`config.mk`:
```
export PLATFORM = sky130hd
export DESIGN_NAME = cache_port_arbiter
export DESIGN_NICKNAME = d
export VERILOG_FILES = /design/src/rtl/chiplet_types_pkg.sv /design/src/rtl/cache_port_arbiter.sv
export SDC_FILE = /design/constraint.sdc
export NUM_CORES = 1
export LEC_CHECK = 0
export ABC_AREA = 1
export CAP_MARGIN = 0
export CELL_PAD_IN_SITES_DETAIL_PLACEMENT = 1
export CELL_PAD_IN_SITES_GLOBAL_PLACEMENT = 2
export CORE_MARGIN = 1.5
export CORE_UTILIZATION = 10
export DETAILED_ROUTE_END_ITERATION = 12
export HOLD_SLACK_MARGIN = 0.08
export PLACE_DENSITY_LB_ADDON = 0.1
export SETUP_SLACK_MARGIN = 0.2
export SLEW_MARGIN = 0
export SYNTH_ARGS = -nofsm -noshare
export SYNTH_HDL_FRONTEND = slang
export SYNTH_SLANG_ARGS = --single-unit
```
`constraint.sdc`:
```
create_clock -name clk -period 2.3 [get_ports clk]
set_clock_uncertainty 0.05 [all_clocks]
set_input_delay 0.575 -clock clk [delete_from_list [all_inputs] [get_ports clk]]
set_output_delay 0.575 -clock clk [all_outputs]
set_load 0.05 [all_outputs]
```
`src/rtl/chiplet_types_pkg.sv`:
```
// rtl/chiplet_types_pkg.sv - shared types and constants for the cache port arbiter
//
// Contents:
//   arb_state_e : arbiter state encoding (IDLE=0, GNT_FSM=1, GNT_BUS=2)
//   BAD_RDATA   : read data returned to a requester that does not own the cache

package chiplet_types_pkg;

  typedef enum logic [1:0] {
    IDLE    = 2'd0,
    GNT_FSM = 2'd1,
    GNT_BUS = 2'd2
  } arb_state_e;

  localparam logic [31:0] BAD_RDATA = 32'hBAD1BAD1;

endpackage

```
`src/rtl/cache_port_arbiter.sv`:
```
// rtl/cache_port_arbiter.sv - two-requester arbiter in front of a single-port cache
//
// Purpose:
//   Shares one single-port cache between an FSM requester and a bus requester.
//   The FSM wins simultaneous requests from IDLE. A grant takes one cycle.
//   Ownership only moves when the owner has dropped its request or the cache
//   is not stalling, so an in-flight access is never split.
//
// Optional feature (macro CACHE_ARB_STARVE_EN):
//   When defined, a counter tracks consecutive GNT_FSM cycles with the bus
//   waiting. At STARVE_LIMIT-1, with the cache not stalling, ownership is
//   forced to the bus. When undefined, the FSM keeps ownership indefinitely.
//
// Ports:
//   clk, n_rst                     : clock, synchronous active-low reset
//   fsm_ren/wen/addr/wdata/strobe  : FSM request
//   fsm_rdata/error/request_stall  : FSM response
//   bus_ren/wen/addr/wdata/strobe  : bus request
//   bus_rdata/error/request_stall  : bus response
//   cache_ren/wen/addr/wdata/strobe: request to the cache
//   cache_rdata/error/request_stall: response from the cache
//   owner                          : current state encoding

module cache_port_arbiter #(
  parameter int ADDR_WIDTH   = 9,
  parameter int STARVE_LIMIT = 8
) (
  input  logic                  clk,
  input  logic                  n_rst,

  input  logic                  fsm_ren,
  input  logic                  fsm_wen,
  input  logic [ADDR_WIDTH-1:0] fsm_addr,
  input  logic [31:0]           fsm_wdata,
  input  logic [3:0]            fsm_strobe,
  output logic [31:0]           fsm_rdata,
  output logic                  fsm_error,
  output logic                  fsm_request_stall,

  input  logic                  bus_ren,
  input  logic                  bus_wen,
  input  logic [ADDR_WIDTH-1:0] bus_addr,
  input  logic [31:0]           bus_wdata,
  input  logic [3:0]            bus_strobe,
  output logic [31:0]           bus_rdata,
  output logic                  bus_error,
  output logic                  bus_request_stall,

  output logic                  cache_ren,
  output logic                  cache_wen,
  output logic [ADDR_WIDTH-1:0] cache_addr,
  output logic [31:0]           cache_wdata,
  output logic [3:0]            cache_strobe,
  input  logic [31:0]           cache_rdata,
  input  logic                  cache_error,
  input  logic                  cache_request_stall,

  output logic [1:0]            owner
);

  import chiplet_types_pkg::*;

  arb_state_e state_q;
  arb_state_e state_d;

  logic fsm_pend;
  logic bus_pend;
  logic starve_take;

  assign fsm_pend = fsm_ren | fsm_wen;
  assign bus_pend = bus_ren | bus_wen;

`ifdef CACHE_ARB_STARVE_EN
  localparam int CNT_W = $clog2(STARVE_LIMIT + 1);
  localparam logic [CNT_W-1:0] CNT_LAST = CNT_W'(STARVE_LIMIT - 1);

  logic [CNT_W-1:0] starve_cnt_q;

  // Forced hand-off: only on a clean cycle so the FSM access is not split.
  assign starve_take = (state_q == GNT_FSM) && fsm_pend &&
                       (starve_cnt_q == CNT_LAST) && !cache_request_stall;

  // Saturates at the last value so a long cache stall cannot wrap the count
  // and delay the forced hand-off by another full period.
  always_ff @(posedge clk) begin
    if (!n_rst) begin
      starve_cnt_q <= '0;
    end else if (starve_take) begin
      starve_cnt_q <= '0;
    end else if ((state_q == GNT_FSM) && bus_pend) begin
      if (starve_cnt_q != CNT_LAST) begin
        starve_cnt_q <= starve_cnt_q + 1'b1;
      end
    end else begin
      starve_cnt_q <= '0;
    end
  end
`else
  assign starve_take = 1'b0;

  // The limit only matters when starvation relief is compiled in.
  logic unused_starve_limit;
  assign unused_starve_limit = ^STARVE_LIMIT;
`endif

  // State register
  always_ff @(posedge clk) begin
    if (!n_rst) begin
      state_q <= IDLE;
    end else begin
      state_q <= state_d;
    end
  end

  // Next-state logic
  always_comb begin
    state_d = state_q;
    case (state_q)
      IDLE: begin
        if (fsm_pend) begin
          state_d = GNT_FSM;
        end else if (bus_pend) begin
          state_d = GNT_BUS;
        end else begin
          state_d = IDLE;
        end
      end
      GNT_FSM: begin
        if (!fsm_pend) begin
          state_d = bus_pend ? GNT_BUS : IDLE;
        end else if (starve_take) begin
          state_d = GNT_BUS;
        end
      end
      GNT_BUS: begin
        if (!bus_pend) begin
          state_d = fsm_pend ? GNT_FSM : IDLE;
        end
      end
      default: state_d = IDLE;
    endcase
  end

  // Output logic: the owner is wired straight through to the cache; the
  // non-owner sees a stall with poisoned read data.
  always_comb begin
    cache_ren         = 1'b0;
    cache_wen         = 1'b0;
    cache_addr        = '0;
    cache_wdata       = '0;
    cache_strobe      = '0;
    fsm_rdata         = BAD_RDATA;
    fsm_error         = 1'b0;
    fsm_request_stall = 1'b1;
    bus_rdata         = BAD_RDATA;
    bus_error         = 1'b0;
    bus_request_stall = 1'b1;
    case (state_q)
      GNT_FSM: begin
        cache_ren         = fsm_ren;
        cache_wen         = fsm_wen;
        cache_addr        = fsm_addr;
        cache_wdata       = fsm_wdata;
        cache_strobe      = fsm_strobe;
        fsm_rdata         = cache_rdata;
        fsm_error         = cache_error;
        fsm_request_stall = cache_request_stall;
      end
      GNT_BUS: begin
        cache_ren         = bus_ren;
        cache_wen         = bus_wen;
        cache_addr        = bus_addr;
        cache_wdata       = bus_wdata;
        cache_strobe      = bus_strobe;
        bus_rdata         = cache_rdata;
        bus_error         = cache_error;
        bus_request_stall = cache_request_stall;
      end
      default: ;
    endcase
  end

  assign owner = state_q;

endmodule

```
---- Word level (Yosys, flattened, before mapping) ----
Cells that the tools add are included.
storage, ports and cells
  bits in registers ....................... 2
  bits of input ports ..................... 130
  output and inout port bits .............. 117
  logic and storage cells ................. 26
cells by class
  eq/ne operators ......................... 4
  muxes and demuxes ....................... 17
  bitwise operators ....................... 2
  reductions and logical operators ........ 2
operators by type and width
  cell                number
  $mux 32             2
  $pmux 32 s2         1
  $pmux 9 s2          1
  $mux 2              4
  $pmux 4 s2          1
  $pmux 2 s3          1
  $mux 1              5
  $ne 2x2->1 const B  2
  $pmux 1 s2          2
  $eq 2x1->1 const B  1
  $eq 2x2->1 const B  1
  $logic_not 2->1     1
  $or 1x1->1          2
  $reduce_and 2->1    1

---- Logic depth before layout (Yosys ltp) ----
  depth in word-level cells ............... 4
  gate-level depth with buffers ........... 8

---- Least setup slack after synthesis ----
OpenSTA, ideal clock, no wires.
  kind .................................... register -> output
  from .................................... register state_q[1], in the netlist owner[1]
  to ...................................... output cache_addr[0]
  arrival time ............................ 2.248 ns
  required time ........................... 1.675 ns
  slack ................................... -0.573 ns
  stages on the path, launching flop included .. 7
  cell sequence ........................... dfxtp_1 inv_1 ha_1 inv_1 buf_2 buf_2 a21oi_1
on the way
  longest elaborated chain between the ends .. 2
ends and longest elaborated chain
  item                                      line                       RTL
  start: declaration                        cache_port_arbiter.sv:63   arb_state_e state_q;
  start signal: assignment                  cache_port_arbiter.sv:111  state_q <= state_d;
  $eq 2x2->1 or $eq 2x1->1 (tied branches)  cache_port_arbiter.sv:158  case (state_q)
  $pmux 9 s2 *                              cache_port_arbiter.sv:158
  end: declaration                          cache_port_arbiter.sv:51   output logic [ADDR_WIDTH-1:0] cache_addr,
Every way passes the cells marked *; elsewhere a longest branch is shown, timed or not.

---- Worst setup path after layout ----
  from .................................... register state_q[1], in the netlist owner[1]
  to ...................................... output cache_wdata[22]
on the way
  longest elaborated chain between the ends .. 2
ends and longest elaborated chain
  item                                      line                       RTL
  $eq 2x2->1 or $eq 2x1->1 (tied branches)  cache_port_arbiter.sv:158
  $pmux 32 s2 *                             cache_port_arbiter.sv:158
  end: declaration                          cache_port_arbiter.sv:52   output logic [31:0] cache_wdata,
Marks and branches as above.

==> impl_metrics.env <==
export IMPL_hold_path_class="reg -> reg"
export IMPL_area_growth_pct=360
export IMPL_timing_fmax_ghz=0.460
export IMPL_grt_total_usage_pct=15.2
export IMPL_fill_cells=1550
export IMPL_hold_viol=0
export IMPL_finalInstanceArea_um2=6540
export IMPL_die_w_um=122
export IMPL_rr_startpoint="owner[0]"
export IMPL_clkSinkCount=2
export IMPL_setup_tns_ps=0
export IMPL_finalSetupViolations=0
export IMPL_min_period_over_period_pct=94.6
export IMPL_rsz0062_at_grt="true"
export IMPL_endpoint_kind="primary output"
export IMPL_ys_seq_area_share_pct=2.81
export IMPL_grt_pass1_wl_mm=17.3
export IMPL_io_pins=247
export IMPL_root_buffer="clkbuf_16"
export IMPL_synthCells=315
export IMPL_reg2reg_depth=9
export IMPL_cts_buffers=3
export IMPL_drc_errors=0
export IMPL_fin_util_pct=47.1
export IMPL_synth_nets=450
export IMPL_dieArea_um2=15000
export IMPL_power_frac_comb_pct=96.2
export IMPL_swShare_pct=54.5
export IMPL_synth_cell_types=13
export IMPL_routedWlPerCell_um=16.5
export IMPL_yosysWarnings=0
export IMPL_clkPwrFrac_pct=2.8
export IMPL_cts_tree="built"
export IMPL_clk_pin_slew_ps=30
export IMPL_drt_iter0_drc=37
export IMPL_overflow=0
export IMPL_grt_max_degree=21
export IMPL_maxSlewViolCount=0
export IMPL_cap_violations=0
export IMPL_cp_required_ps=1670
export IMPL_peakVddDrop_mv=0.931
export IMPL_max_slew_margin_pct=65.7
export IMPL_layout_commonest_cell="clkdlybuf4s50_1"
export IMPL_grt_pass1_vias=3067
export IMPL_place_ws_ps=154
export IMPL_largest_register_ffs=2
export IMPL_postRouteAntennaNets=0
export IMPL_ff2ff_setup_slack_ps=770
export IMPL_post_dp_hpwl_mm=8.89
export IMPL_p_int_mw=4.29
export IMPL_crit_end="cache_wdata[22]"
export IMPL_place_gp_congestion=0.687
export IMPL_detailed_place_area_um2=5240
export IMPL_p_seq_share_pct=1.1
export IMPL_design_power_total_mw=9.43
export IMPL_antenna_found_initial=0
export IMPL_diodes=0
export IMPL_status="finished clean"
export IMPL_hold_start="owner[0]"
export IMPL_syn_area_um2=1420
export IMPL_synth_area_leaders="nand2_1 45%, a21oi_1 15%, inv_1 14%"
export IMPL_drt_pass1_iterations=4
export IMPL_layout_common_cells="129 x clkdlybuf4s50_1, 87 x buf_12, 85 x nand2_1"
export IMPL_yosysTopAreaCell="nand2_1"
export IMPL_avgSynthCellArea_um2=4.52
export IMPL_core_area_um2=13900
export IMPL_clkLatencyLatePin_ps=220
export IMPL_rows=43
export IMPL_synth_top_area_share_pct=44.8
export IMPL_worst_slack_ps=124
export IMPL_crit_start="owner[1]"
export IMPL_synth_seq_cells=2
export IMPL_cp_arrival_ps=1550
export IMPL_path_class="reg -> out"
export IMPL_reg2reg_to="owner[0]"
export IMPL_final_nets=719
export IMPL_vias=3034
export IMPL_power_leakage_nw=2.84
export IMPL_period_minus_slack_ps=2180
export IMPL_start_util_pct=10.3
export IMPL_post_drt_via_cell_ratio=3.98
export IMPL_clockBufferDepth=2
export IMPL_hold_buffers=0
export IMPL_htree_levels=1
export IMPL_drt_total_wl_mm=12.5
export IMPL_path_max_fanout=8
export IMPL_numPortBuffers=246
export IMPL_die_height_um=122
export IMPL_drive_gt1_share_pct=53.8
export IMPL_start_kind="register"
export IMPL_p_switching_mw=5.14
export IMPL_p_per_area_nw_per_um2=1440
export IMPL_tightest_slew_ps=514
==> worst min-delay path by stage <==
stage	cells after the start	slack [ps]	endpoint
floorplan	2	540	owner[0]
global placement	2	490	owner[0]
detailed placement	2	480	owner[0]
CTS	3	630	owner[0]
global route	3	690	owner[0]
finish	3	630	owner[0]
==> cell type report <==
type,instances,area (um2),share of cell area (%)
inverter,54,225,3.44
sequential,2,47.5,0.727
timing repair buffer,287,3990,61.0
multi-input combinational,236,1980,30.3
clock buffer,3,75.1,1.15
tap,180,225,3.44
==> critical path, cell delays in order (launching register included) <==
cell	delay, ps
dfxtp_4	360
inv_6	70
ha_4	200
buf_12	130
clkbuf_16	170
nand2_2	70
a21oi_4	160
buf_12	150
==> routing by layer <==
layer | global-route usage (%) | share of wire [%] | wire length (um)
met4 | 0.945 | 0.32 | 40
met2 | 30.8 | 58 | 7270
met5 | 0 | 0 | 0
met1 | 16.4 | 34 | 4270
met3 | 3.58 | 7.7 | 969
==> metrics by stage <==
step / hold WS [ps] / instances
4_1_cts: 629 / 755
2_1_floorplan: 536 / 315
6_report: 631 / 762
3_3_place_gp: 486 / 728
3_5_place_dp: 485 / 728
5_1_grt: 689 / 762
==> cells by family (layout without fill, tap and decap cells) <==
| family | Yosys count | after routing | share of synthesized area, % |
|---|---|---|---|
| adder cells (fa/ha/maj) | 5 | 5 | 4.39 |
| AO/OA/AOI/OAI | 50 | 50 | 18.6 |
| flip-flops | 2 | 2 | 2.81 |
| buffers and inverters | 77 | 344 | 26.3 |
| AND/OR/NAND/NOR | 181 | 181 | 47.9 |
==> power groups by stage <==
stage	logic (mW)	clock network, mW	registers (mW)
after global routing	9.50	0.275	0.107
after detailed placement	7.08	0	0.0927
after global placement	7.03	0	0.0920
final	9.07	0.262	0.101
after floorplan	4.29	0	0.147
after CTS	8.44	0.268	0.101
==> synthesized netlist by cell type <==
| library cell | n |
|---|---|
| ha_1 | 5 |
| nor2_1 | 10 |
| dfxtp_1 | 2 |
| a21oi_2 | 4 |
| buf_2 | 8 |
| buf_6 | 6 |
| a21oi_1 | 44 |
| nand2_1 | 170 |
| inv_1 | 54 |
| buf_4 | 8 |
| or2_2 | 1 |
| o21ai_0 | 2 |
| clkbuf_1 | 1 |
==> repair_timing <==
item	4_1_cts	5_1_grt
setup buffers	14	2
cloned	10	5
gates resized for setup	73	133
endpoints found under the setup margin	65	75
pin swaps	31	42
Power figures use the tool's default switching activity.
